### src/rtl/serial_frame_tx.sv
// serial_frame_tx
// Parallel-in, serial-out frame transmitter. A word accepted on the
// Ready/Start handshake goes out on SerOut as one frame:
//    start bit (0), data LSB-first, optional even-parity bit, stop bit (1).
// Each bit is held for BIT_CYCLES clocks, so the receiving sampler can
// pick it up mid-bit.
//
// Ports
//    Clock   rising-edge clock
//    Reset   synchronous, active-high reset
//    Start   send request, taken only on an edge where Ready=1
//    DataIn  word to send, sampled on the accepting edge only
//    Ready   1 = idle and able to accept Start
//    SerOut  serial line, idles high
//    Done    one-cycle pulse in the cycle after the stop bit
//
// state  | meaning
// IDLE   | line high, Ready=1, waiting for Start
// START  | start bit (0) on the line
// DATA   | data bits, LSB first, one per BIT_CYCLES clocks
// PARITY | even-parity bit (only visited when PARITY_EN=1)
// STOP   | stop bit (1); the last edge returns to IDLE and pulses Done
module serial_frame_tx #(
   parameter int DATA_W     = 8,
   parameter int BIT_CYCLES = 4,
   parameter int PARITY_EN  = 1
) (
   input  logic              Clock,
   input  logic              Reset,
   input  logic              Start,
   input  logic [DATA_W-1:0] DataIn,
   output logic              Ready,
   output logic              SerOut,
   output logic              Done
);

   localparam int CYC_W = (BIT_CYCLES > 1) ? $clog2(BIT_CYCLES) : 1;
   localparam int BIT_W = $clog2(DATA_W + 1);

   localparam logic [CYC_W-1:0] CYC_LAST = CYC_W'(BIT_CYCLES - 1);
   localparam logic [BIT_W-1:0] BIT_LAST = BIT_W'(DATA_W - 1);

   typedef enum logic [2:0] {
      IDLE   = 3'd0,
      START  = 3'd1,
      DATA   = 3'd2,
      PARITY = 3'd3,
      STOP   = 3'd4
   } state_t;

   state_t            state, state_nx;
   logic [CYC_W-1:0]  cyc_cnt, cyc_nx;
   logic [BIT_W-1:0]  bit_cnt, bit_nx;
   logic [DATA_W-1:0] shreg, shreg_nx;
   logic              par_bit, par_nx;
   logic              ready_nx, ser_nx, done_nx;
   logic              bit_end;

   assign bit_end = (cyc_cnt == CYC_LAST);

   always_ff @(posedge Clock) begin
      if (Reset) begin
         state   <= IDLE;
         cyc_cnt <= '0;
         bit_cnt <= '0;
         shreg   <= '0;
         par_bit <= 1'b0;
         Ready   <= 1'b1;
         SerOut  <= 1'b1;
         Done    <= 1'b0;
      end else begin
         state   <= state_nx;
         cyc_cnt <= cyc_nx;
         bit_cnt <= bit_nx;
         shreg   <= shreg_nx;
         par_bit <= par_nx;
         Ready   <= ready_nx;
         SerOut  <= ser_nx;
         Done    <= done_nx;
      end
   end

   always_comb begin
      state_nx = state;
      cyc_nx   = cyc_cnt;
      bit_nx   = bit_cnt;
      shreg_nx = shreg;
      par_nx   = par_bit;
      done_nx  = 1'b0;

      // The cycle counter only runs while a bit is on the line.
      if (state != IDLE) begin
         cyc_nx = bit_end ? '0 : cyc_cnt + CYC_W'(1);
      end

      case (state)
         IDLE: begin
            if (Start) begin
               shreg_nx = DataIn;
               par_nx   = ^DataIn;
               cyc_nx   = '0;
               bit_nx   = '0;
               state_nx = START;
            end
         end
         START: begin
            if (bit_end) state_nx = DATA;
         end
         DATA: begin
            if (bit_end) begin
               shreg_nx = shreg >> 1;
               bit_nx   = bit_cnt + BIT_W'(1);
               if (bit_cnt == BIT_LAST) begin
                  state_nx = (PARITY_EN != 0) ? PARITY : STOP;
               end
            end
         end
         PARITY: begin
            if (bit_end) state_nx = STOP;
         end
         STOP: begin
            if (bit_end) begin
               state_nx = IDLE;
               done_nx  = 1'b1;
            end
         end
         default: state_nx = IDLE;
      endcase
   end

   // Outputs are registered, so they are decoded from the next state and
   // the next shift-register contents.
   always_comb begin
      ready_nx = 1'b0;
      ser_nx   = 1'b1;
      case (state_nx)
         IDLE:    ready_nx = 1'b1;
         START:   ser_nx   = 1'b0;
         DATA:    ser_nx   = shreg_nx[0];
         PARITY:  ser_nx   = par_nx;
         STOP:    ser_nx   = 1'b1;
         default: ser_nx   = 1'b1;
      endcase
   end

endmodule

### config.mk
export PLATFORM = sky130hd
export DESIGN_NAME = serial_frame_tx
export DESIGN_NICKNAME = d
export VERILOG_FILES = /design/src/rtl/serial_frame_tx.sv
export SDC_FILE = /design/constraint.sdc
export NUM_CORES = 1
export LEC_CHECK = 0
export ABC_AREA = 1
export CORE_ASPECT_RATIO = 0.7
export CORE_UTILIZATION = 50
export DETAILED_ROUTE_END_ITERATION = 12
export PLACE_DENSITY_LB_ADDON = 0.3
export SLEW_MARGIN = 20
export SYNTH_ARGS = -nofsm -noshare
export SYNTH_HDL_FRONTEND = slang
export SYNTH_SLANG_ARGS = --single-unit
### constraint.sdc
create_clock -name Clock -period 4.64 [get_ports Clock]
set_clock_uncertainty 0.1 [all_clocks]
set_input_delay 0.928 -clock Clock [delete_from_list [all_inputs] [get_ports Clock]]
set_output_delay 0.928 -clock Clock [all_outputs]
set_load 0.01 [all_outputs]
Yosys cells after proc, flatten, opt, wreduce, memory -nomap -nowiden:

Index checks and enable logic that the tools add are counted.

* add/subtract/negate cells: 2
* equal/unequal tests: 11
* muxes and demuxes: 22
* bitwise operators: 1
* reductions and logical operators: 7

Operators by type and width (count)
* $mux 3: 6
* $mux 8: 2
* $pmux 8 s2: 1
* $pmux 3 s5: 1
* $eq 3x2->1 const B: 4
* $mux 2: 4
* $mux 4: 2
* $pmux 4 s2: 1
* $reduce_xor 8->1: 1
* $eq 3x1->1 const B: 2
* $logic_not 3->1: 2
* $add 4x1->4 const B: 1
* $eq 4x3->1 const B: 1
* $mux 1: 4
* $ne 2x2->1 const B: 2
* $eq 3x3->1 const B: 1
* $pmux 1 s3: 1
* $reduce_and 3->1: 1
* $reduce_bool 3->1: 1
* $add 2x1->2 const B: 1
* $eq 2x2->1 const B: 1
* $reduce_bool 2->1: 1
* $reduce_or 2->1: 1
* $not 1->1: 1

* register bits after elaboration: 21
* bits of input ports: 11
* output and inout bits: 3
* logic and storage cells: 52

Logic depth before layout (Yosys ltp):

Gate-level depths: netlist (run 1).

* depth after elaboration: 6
* mapped depth: 11
* mapped depth without buffers: 11

Least setup slack after synthesis (run 1):

No wires, ideal clock.

* path kind: in2reg
* start: in Start
* end: reg SerOut
* library setup time: 0.120 ns
* data arrival time: 1.563 ns
* path slack: 2.857 ns
* stages: 8
* path buffers: 1
* cell sequence: inv_1 nor2_2 nor2_2 buf_6 nand2_4 nand3_2 nand3_2 nand3_2

* longest elaborated chain between the ends: 4
* elaborated cells between the ends (all ways): 10

Ends and longest elaborated chain
* start: declaration: line 30 `input logic Start,`
* $mux 3: line 98 `if (Start) begin`
* $pmux 3 s5: line 96 `case (state)`
* $eq 3x2->1 or $eq 3x1->1 (tied branches): line 136 `case (state_nx)`
* $pmux 1 s3 *: line 136
* end signal: assignment: line 78 `SerOut <= ser_nx;`
* end: declaration: line 33 `output logic SerOut,`

Mark *: on every way between the ends. The rest lies on a longest branch, timed or not. The select of a mux whose other input is x is not followed.
A chain may end at the register's enable or synchronous reset.

Final worst setup path (run 1):

* start: in Start
* end: reg bit_cnt[3]

* longest elaborated chain between the ends: 2

Ends and longest elaborated chain
* $ne 2x2->1 (no source line)
* $reduce_and 3->1 (no source line)
* end signal: assignment: line 74 `bit_cnt <= bit_nx;`
* end: declaration: line 53 `logic [BIT_W-1:0] bit_cnt, bit_nx;`

No other way between the ends.

==> results.yml, run 1 <==
run_status:
  status: "finished, final reports clean"
detailed_routing:
  vias: 1096
  dr.pass1.iters: 5
  drtIter0Drc: 34
  viasPerCell: 4.87
  met1Wirelength_mm: 1.16
  wl_per_cell_um: 10.0
  wl_met3_um: 102
  antenna_left: 0
  highest_layer: "met3"
  dr_wl_met2_mm: 1.00
  route.detailed.drc: 0
  totalWireLength_mm: 2.26
final_layout:
  fillers: 210
  drive_gt1_share_pct: 9.33
  final_common_cell: "nand2_1"
  final_nets: 207
  final_util_pct: 61.6
  diodes: 0
  area_delta_synth_final_pct: 15.7
  final_cell_mix: "nand2_1 (53), inv_1 (26), nor2_1 (23), dfxtp_1 (21), a21oi_1 (14)"
sta:
  period_share_pct: 49.2
  worst_pin_slew_ps: 579
  tns_ps: 0
  max_slew_margin_pct: 61.3
  fmax_mhz: 438
  hold_ws_ps: 374
  rsz0062_at_grt: "no"
  setup_viol: 0
  hold_viol: 0
  period_needed_ps: 2280
  maxSlewViolCount: 0
die:
  dieWidth_um: 59.5
  start_util_pct: 53.3
  num_rows: 14
  ios: 14
  fp.dieArea_sq_mm: 0.00251
  core_area_sq_mm: 0.00217
  fp.dieH_um: 42.3
worst_setup_path:
  path_buf_inv: 3
  rr_startpoint: "cyc_cnt[0]$_SDFF_PP0_"
  criticalPathCategory: "in2reg"
  start_kind: "input pin"
  critPathMaxFanout: 11
  path_cells: "clkdlybuf4s50_1 -> inv_1 -> nor2_2 -> nor2_2 -> inv_1 -> nand2_1 -> o21ai_0 -> a21oi_1"
  worst_ep_required_time_ps: 4790
  cp_slowest_cell: "clkdlybuf4s50_1"
  max_stage_delay_ps: 460
  reg2reg_depth: 8
  reg2reg_to: "bit_cnt[3]$_SDFFE_PP0P_"
  end_kind: "flip-flop"
  crit_arrival_ps: 2430
  cp_top_family: "buffers and inverters"
  r2r_slack_ps: 2690
clocking:
  cts_buffer_depth: 2
  root_buffer: "clkbuf_4"
  ctsResizeCount: 0
  cts_tree: "yes"
  cts_made_buffers: 3
  holdBufCountCts: 0
  worstSkewPairLatency_ps: 300
  clock-sinks: 21
  htreeDepth: 1
  path_clk_slew_ps: 110
  postCtsSetupRepairBufs: 0
place:
  io_buffer_count: 13
  gp_congestion: 0.857
  dp.final_hpwl_mm: 1.75
synthesis:
  postSynthCellCount: 178
  yosysSeqAreaShare_pct: 36.3
  synth-edff-count: 0
  synthArstFlopShare_pct: 0
  yosys_warnings: 0
  syn_area_sq_mm: 0.00116
  synth_area_leaders: "dfxtp_1 (36%), nand2_1 (17%), inv_1 (8.4%)"
  synth_area_leader_cell: "dfxtp_1"
  postSynth.topFlopCell: "dfxtp_1"
  synth_top_area_share_pct: 36.3
  synth_cell_type_count: 25
  synth_fp_nets: 191
  synth_seq_cells: 21
  synth.avg_cell_area_sq_um: 6.50
power:
  leakage_nw: 0.667
  ir_worst_vdd_mv: 0.141
  power.density_mw_per_mm2: 265
hold_path:
  hold-path-cell-count: 2
  holdPathEnd: "shreg[7]$_SDFFE_PP0P_"
  hold_path.startpoint: "shreg[7]$_SDFFE_PP0P_"
  hp-class: "reg2reg"
global_routing:
  grt_pass1_vias: 950
  grt_max_degree: 16
  gr-total-overflow: 0
  track_usage_pct: 20.1
  grt_antenna_before_repair: 0
  grt_pass1_wl_mm: 3.86
job:
  max-cap-violations: 0
-- cell usage after synthesis, types with 2 or more instances --
library cell and instances:
nand3_2 3, nand2_1 53, inv_1 26, o21ai_0 9, nand2_4 2, dfxtp_1 21
nor2_1 23, nor2_2 4, nand3_1 6, ha_1 2, nand2_2 2, a21oi_1 14
-- cells by family after synthesis --
kind of cell | synth area share [%]
flip-flops | 36.3
AND/OR/NAND/NOR | 38.1
buffers and inverters | 10.1
XOR/XNOR | 0.757
adder cells (fa/ha/maj) | 2.16
AO/OA/AOI/OAI | 12.6
-- through the flow --
stage                     cells  power, mW  instance area [sq um]  setup WS [ps]
after floorplan             178      0.246                   1160           2860
after global placement      221      0.267                   1310           2150
after detailed placement    221      0.270                   1310           2050
after CTS                   225      0.355                   1340           2360
after global routing        225      0.371                   1340           2270
final                       225      0.354                   1340           2360
-- metal layers --
metal	global-route usage (%)	up-vias
met4	1.86	0
met2	33.5	22
met3	5.56	0
met1	26.9	491
met5	0	-
li1	-	583
-- worst max path at each step --
stage           from                       to  slack [ps]  cells after the start
2_1_floorplan  Start        SerOut$_SDFF_PP1_        2860                      8
3_3_place_gp   Start  bit_cnt[3]$_SDFFE_PP0P_        2150                      8
3_5_place_dp   Start  bit_cnt[3]$_SDFFE_PP0P_        2050                      8
4_1_cts        Start  bit_cnt[3]$_SDFFE_PP0P_        2360                      8
5_1_grt        Start  bit_cnt[3]$_SDFFE_PP0P_        2270                      8
6_report       Start  bit_cnt[3]$_SDFFE_PP0P_        2360                      8
-- sequential cells by signal (all words and copies together), names as in the netlist --
name / flops
SerOut: 1
Ready: 1
bit_cnt: 4
shreg: 8
par_bit: 1
state: 3
cyc_cnt: 2
Done: 1
-- worst reg2reg max path, stage by stage, from the launching register on --
cell and delay, ps:
dfxtp_1 330, ha_1 230, inv_1 230, nor2_4 120
nor2_2 430, inv_1 160, nand2_1 110, o21ai_0 70
a21oi_1 110
-- power by group --
| group | switching, mW | total [mW] | internal (mW) | leakage, nW |
|---|---|---|---|---|
| combinational | 0.0415 | 0.0713 | 0.0297 | 0.480 |
| clock | 0.0545 | 0.0881 | 0.0336 | 0.0150 |
| sequential | 0.00503 | 0.195 | 0.190 | 0.172 |
-- cell type report --
cell class / instances / area (sq um) / share of cell area, %
flip-flops and latches: 21 / 420 / 31.4
inverters: 27 / 101 / 7.57
well taps: 32 / 40.0 / 2.99
clock buffers: 4 / 26.3 / 1.96
repair buffers: 13 / 130 / 9.72
multi-input cells: 128 / 621 / 46.4
Note: power is estimated with default switching activity, not from simulation.
==> run 2, diff against run 1 <==
==> constraint.sdc (replaced) <==
create_clock -name Clock -period 2.3 [get_ports Clock]
set_clock_uncertainty 0.1 [all_clocks]
set_input_delay 0.46 -clock Clock [delete_from_list [all_inputs] [get_ports Clock]]
set_output_delay 0.46 -clock Clock [all_outputs]
set_load 0.01 [all_outputs]
==> run 2 against run 1 <==
Against the previous run:
- critical path depth fell by 1
- sequential power is 100% higher
- final area is 0.56% higher
- setup slack got worse by 1900 ps
- clock-buffer cell count is the same
- core utilization increased by 0.35 points
- first-iteration DRC count rose by 50%
- cell count rose by 0.44%
==> results.yml, run 2 (synthesis gave the netlist of run 1 again) <==
run_status:
  status: "finished, final reports clean"
global_routing:
  track_usage_pct: 21.0
  grt_pass1_vias: 955
  grt_max_degree: 12
  gr-total-overflow: 0
  grt_antenna_before_repair: 0
  grt_pass1_wl_mm: 3.99
worst_setup_path:
  critPathMaxFanout: 11
  start_kind: "flip-flop"
  r2r_slack_ps: 430
  criticalPathCategory: "reg2reg"
  worst_ep_required_time_ps: 2410
  end_kind: "flip-flop"
  crit_arrival_ps: 1980
final_layout:
  multi_input_area_sq_um: 621
  final_util_pct: 62.0
  top_register: "shreg"
  final_common_cell: "nand2_1"
  diodes: 0
  final_area_sq_mm: 0.00135
  final_nets: 208
  largest_reg_flops: 8
  fillers: 221
  final_cell_mix: "nand2_1 (53), inv_1 (26), nor2_1 (23), dfxtp_1 (21), a21oi_1 (14)"
  drive_gt1_share_pct: 9.79
  top_regs: "shreg (8), bit_cnt (4), state (3)"
  area_delta_synth_final_pct: 16.3
  register_area_sq_um: 420
detailed_routing:
  antenna_left: 0
  vias: 1112
  route.detailed.drc: 0
  wl_per_cell_um: 10.2
  drtIter0Drc: 51
  totalWireLength_mm: 2.32
  viasPerCell: 4.92
  dr.pass1.iters: 4
power:
  total_power_uw: 717
  leakage_nw: 0.672
  seq_power_share_pct: 54.9
  p_sw_uw: 205
  ir_worst_vdd_mv: 0.301
  power.internal_uw: 512
  switching_share_pct: 28.6
  power.density_mw_per_mm2: 533
  clockPowerShare_pct: 25.1
  p_comb_share_pct: 20.0
sta:
  setup_viol: 0
  period_share_pct: 81.2
  hold_viol: 0
  max_slew_margin_pct: 68.5
  rsz0062_at_grt: "no"
  worst_pin_slew_ps: 470
  tns_ps: 0
  maxSlewViolCount: 0
  fmax_mhz: 535
  period_needed_ps: 1870
die:
  fp.dieArea_sq_mm: 0.00251
  dieWidth_um: 59.5
  fp.dieH_um: 42.3
  num_rows: 14
  core_area_sq_mm: 0.00217
  ios: 14
  start_util_pct: 53.3
clocking:
  worstSkewPairLatency_ps: 310
  cts_made_buffers: 3
  root_buffer: "clkbuf_4"
  cts_tree: "yes"
  clock-sinks: 21
  cts_buffer_depth: 2
  htreeDepth: 1
  path_clk_slew_ps: 120
  holdBufCountCts: 0
  postCtsSetupRepairBufs: 0
  ctsResizeCount: 0
place:
  io_buffer_count: 13
  dp.final_hpwl_mm: 1.83
  place_area_sq_mm: 0.00132
  gp_congestion: 0.850
job:
  max-cap-violations: 0
hold_path:
  hp-class: "reg2reg"
-- run 2: through the flow --
stage	hold slack, ps	setup slack, ps	std cells
after floorplan	333	808	178
after global placement	358	275	222
after detailed placement	357	227	222
after CTS	373	434	226
after global routing	412	286	226
final	375	432	226
-- run 2: power groups by stage --
stage                     combinational [mW]  clock [mW]  sequential (mW)
after floorplan                       0.0952           0            0.401
after global placement                 0.138           0            0.401
after detailed placement               0.144           0            0.402
after CTS                              0.144       0.180            0.394
after global routing                   0.167       0.190            0.395
final                                  0.144       0.180            0.394
-- run 2: routing by layer --
layer / vias up / GRT usage, % / wire length [um]
met5: - / 0 / 0
met4: 0 / 4.19 / 16
met2: 26 / 31.5 / 1050
met3: 4 / 6.48 / 108
li1: 586 / - / -
met1: 496 / 29.7 / 1140
-- run 2: final timing paths --
check                        start                       to  depth (start not counted)
min reg2reg  shreg[7]$_SDFFE_PP0P_    shreg[7]$_SDFFE_PP0P_                          2
max reg2reg  cyc_cnt[0]$_SDFF_PP0_  bit_cnt[1]$_SDFFE_PP0P_                          7
min          shreg[7]$_SDFFE_PP0P_    shreg[7]$_SDFFE_PP0P_                          2
max          cyc_cnt[0]$_SDFF_PP0_  bit_cnt[1]$_SDFFE_PP0P_                          7
-- run 2: final cells by class --
class                      count  share of cell area (%)
multi-input combinational    128                    46.1
tap                           32                    2.97
clock buffer                   4                    1.95
timing repair buffer          14                    10.2
inverter                      27                    7.53
sequential                    21                    31.2
-- run 2: worst max-delay path: stages (launching register included) --
cell	delay (ps)
dfxtp_1	330
ha_1	230
inv_1	240
nor2_4	130
nor2_2	400
inv_1	130
o21ai_0	180
nor2_1	50
==> run 3, diff against run 2 <==
--- a/config.mk
+++ b/config.mk
@@ -7,7 +7,7 @@
 export LEC_CHECK = 0
 export ABC_AREA = 1
 export CORE_ASPECT_RATIO = 0.7
-export CORE_UTILIZATION = 50
+export CORE_UTILIZATION = 49
 export DETAILED_ROUTE_END_ITERATION = 12
 export PLACE_DENSITY_LB_ADDON = 0.3
 export SLEW_MARGIN = 20
==> constraint.sdc (replaced) <==
create_clock -name Clock -period 1.59 [get_ports Clock]
set_clock_uncertainty 0.1 [all_clocks]
set_input_delay 0.318 -clock Clock [delete_from_list [all_inputs] [get_ports Clock]]
set_output_delay 0.318 -clock Clock [all_outputs]
set_load 0.01 [all_outputs]
==> run 3 against run 2 <==
Against the previous run:
- sequential cell count is the same
- final area rose by 13%
- clock-buffer cell count shrank 1
- first-iteration DRC count rose by 100%
- non-clock buffer count grew 18
- total power is 50% higher
- sequential share of layout area down 3.4 points
- clock power is 40% higher
- largest power group unchanged
==> results.yml, run 3 (synthesis gave the netlist of run 1 again) <==
run_status:
  status: "finished, final reports clean"
sta:
  worst_slack_ps: 68.1
  worst_pin_slew_ps: 238
  fmax_mhz: 657
  period_share_pct: 95.7
  max_slew_margin_pct: 84.0
  maxSlewViolCount: 0
  hold_viol: 0
  period_needed_ps: 1520
  setup_viol: 0
worst_setup_path:
  path_buf_inv: 2
  start_kind: "flip-flop"
  max_stage_delay_ps: 400
  critPathMaxFanout: 5
  criticalPathCategory: "reg2reg"
  worst_ep_required_time_ps: 1700
  cp_slowest_cell: "dfxtp_2"
  path_cells: "inv_1 -> nand2_1 -> inv_2 -> nand2_4 -> nand2_2 -> nor2_4 -> nor2_1 -> nand3_1 -> nand3_2"
  cp_top_family: "simple AND/OR/NAND/NOR gates"
  crit_arrival_ps: 1630
  end_kind: "flip-flop"
place:
  dp_cells: 239
  io_buffer_count: 13
  dp.final_hpwl_mm: 2.15
  place_area_sq_mm: 0.00145
  gp_congestion: 0.779
  pre_cts_slack_ps: -145
clocking:
  cts_made_buffers: 3
  path_clk_slew_ps: 120
  htreeDepth: 1
  cts_tree: "yes"
  worstSkewPairLatency_ps: 300
  cts_buffer_depth: 2
  root_buffer: "clkbuf_4"
  clock-sinks: 21
global_routing:
  track_usage_pct: 23.9
  grt_max_degree: 13
  grt_pass1_vias: 1159
  gr-total-overflow: 0
  grt_antenna_before_repair: 0
  grt_pass1_wl_mm: 4.58
detailed_routing:
  dr.pass1.iters: 5
  vias: 1201
  wl_per_cell_um: 11.2
  totalWireLength_mm: 2.74
  antenna_left: 0
  drtIter0Drc: 102
  viasPerCell: 4.92
  route.detailed.drc: 0
final_layout:
  largest_reg_flops: 8
  final_common_cell: "nand2_1"
  diodes: 0
  area_delta_synth_final_pct: 31.6
  top_regs: "shreg (8), bit_cnt (4), state (3)"
  final_area_sq_mm: 0.00152
  top_register: "shreg"
  drive_gt1_share_pct: 21.7
  fin_cells: 244
  final_util_pct: 69.5
  final_nets: 226
  final_cell_mix: "nand2_1 (53), inv_1 (25), nor2_1 (23), buf_4 (19), dfxtp_1 (18)"
power:
  total_power_mw: 1.08
  leakage_nw: 0.769
  power.density_mw_per_mm2: 708
  ir_worst_vdd_mv: 0.582
die:
  ios: 14
  fp.dieArea_sq_mm: 0.00256
  num_rows: 14
  start_util_pct: 52.9
  fp.dieH_um: 42.7
  core_area_sq_mm: 0.00219
  dieWidth_um: 60.1
job:
  max-cap-violations: 0
hold_path:
  hp-class: "reg2reg"
==> run 3: cell count changes in the layout (fill, tap and decap cells not counted), moves of 3 or more <==
cell             before  now
dfxtp_2               0    3
nor2_4                1    4
clkdlybuf4s50_1      13   10
dfxtp_1              21   18
buf_4                 1   19
dlygate4sd2_1         0    3
nor2_2                4    1
==> run 3: area by class of cell <==
cell class              count  area (sq um)
inverters                  27           101
clock inverters             1          5.00
multi-input cells         128           661
clock buffers               3          22.5
repair buffers             32           269
fillers                   186           667
well taps                  32          40.0
flip-flops and latches     21           424
==> run 3: worst min-delay path: stages (launching register included) <==
cell and delay (ps):
dfxtp_1 320, nand2_1 60, a21oi_1 50
==> run 3: worst paths after layout <==
path | startpoint | to | slack (ps) | cells after the start
min | shreg[7]$_SDFFE_PP0P_ | shreg[7]$_SDFFE_PP0P_ | 380 | 2
max reg2reg | state[1]$_SDFF_PP0_ | SerOut$_SDFF_PP1_ | 70 | 9
max | state[1]$_SDFF_PP0_ | SerOut$_SDFF_PP1_ | 70 | 9
min reg2reg | shreg[7]$_SDFFE_PP0P_ | shreg[7]$_SDFFE_PP0P_ | 380 | 2
==> run 3: repair_timing <==
| action | in CTS | in global routing |
|---|---|---|
| hold buffers | 0 | 0 |
| setup endpoints to repair | 7 | 8 |
| gates resized for setup | 4 | 11 |
| buffers inserted | 0 | 1 |
| pin swaps | 0 | 3 |
==> run 3: power breakdown <==
group	internal (mW)	switching, mW	leakage [nW]
sequential	0.555	0.0174	0.173
combinational	0.116	0.137	0.578
clock	0.0938	0.158	0.0177
total	0.765	0.313	0.769
==> run 3: stage by stage <==
stage               hold WS (ps)  TNS, ps
finish                       376        0
CTS                          384        0
global route                 422     -279
detailed placement           368     -845
floorplan                    287        0
global placement             349     -535
==> run 3: per-layer routing <==
metal	GRT usage, %	up-vias	wire, um
li1	-	622	-
met1	28.3	539	1240
met2	42.4	32	1290
met3	6.40	8	137
met4	6.05	0	65
met5	0	-	0
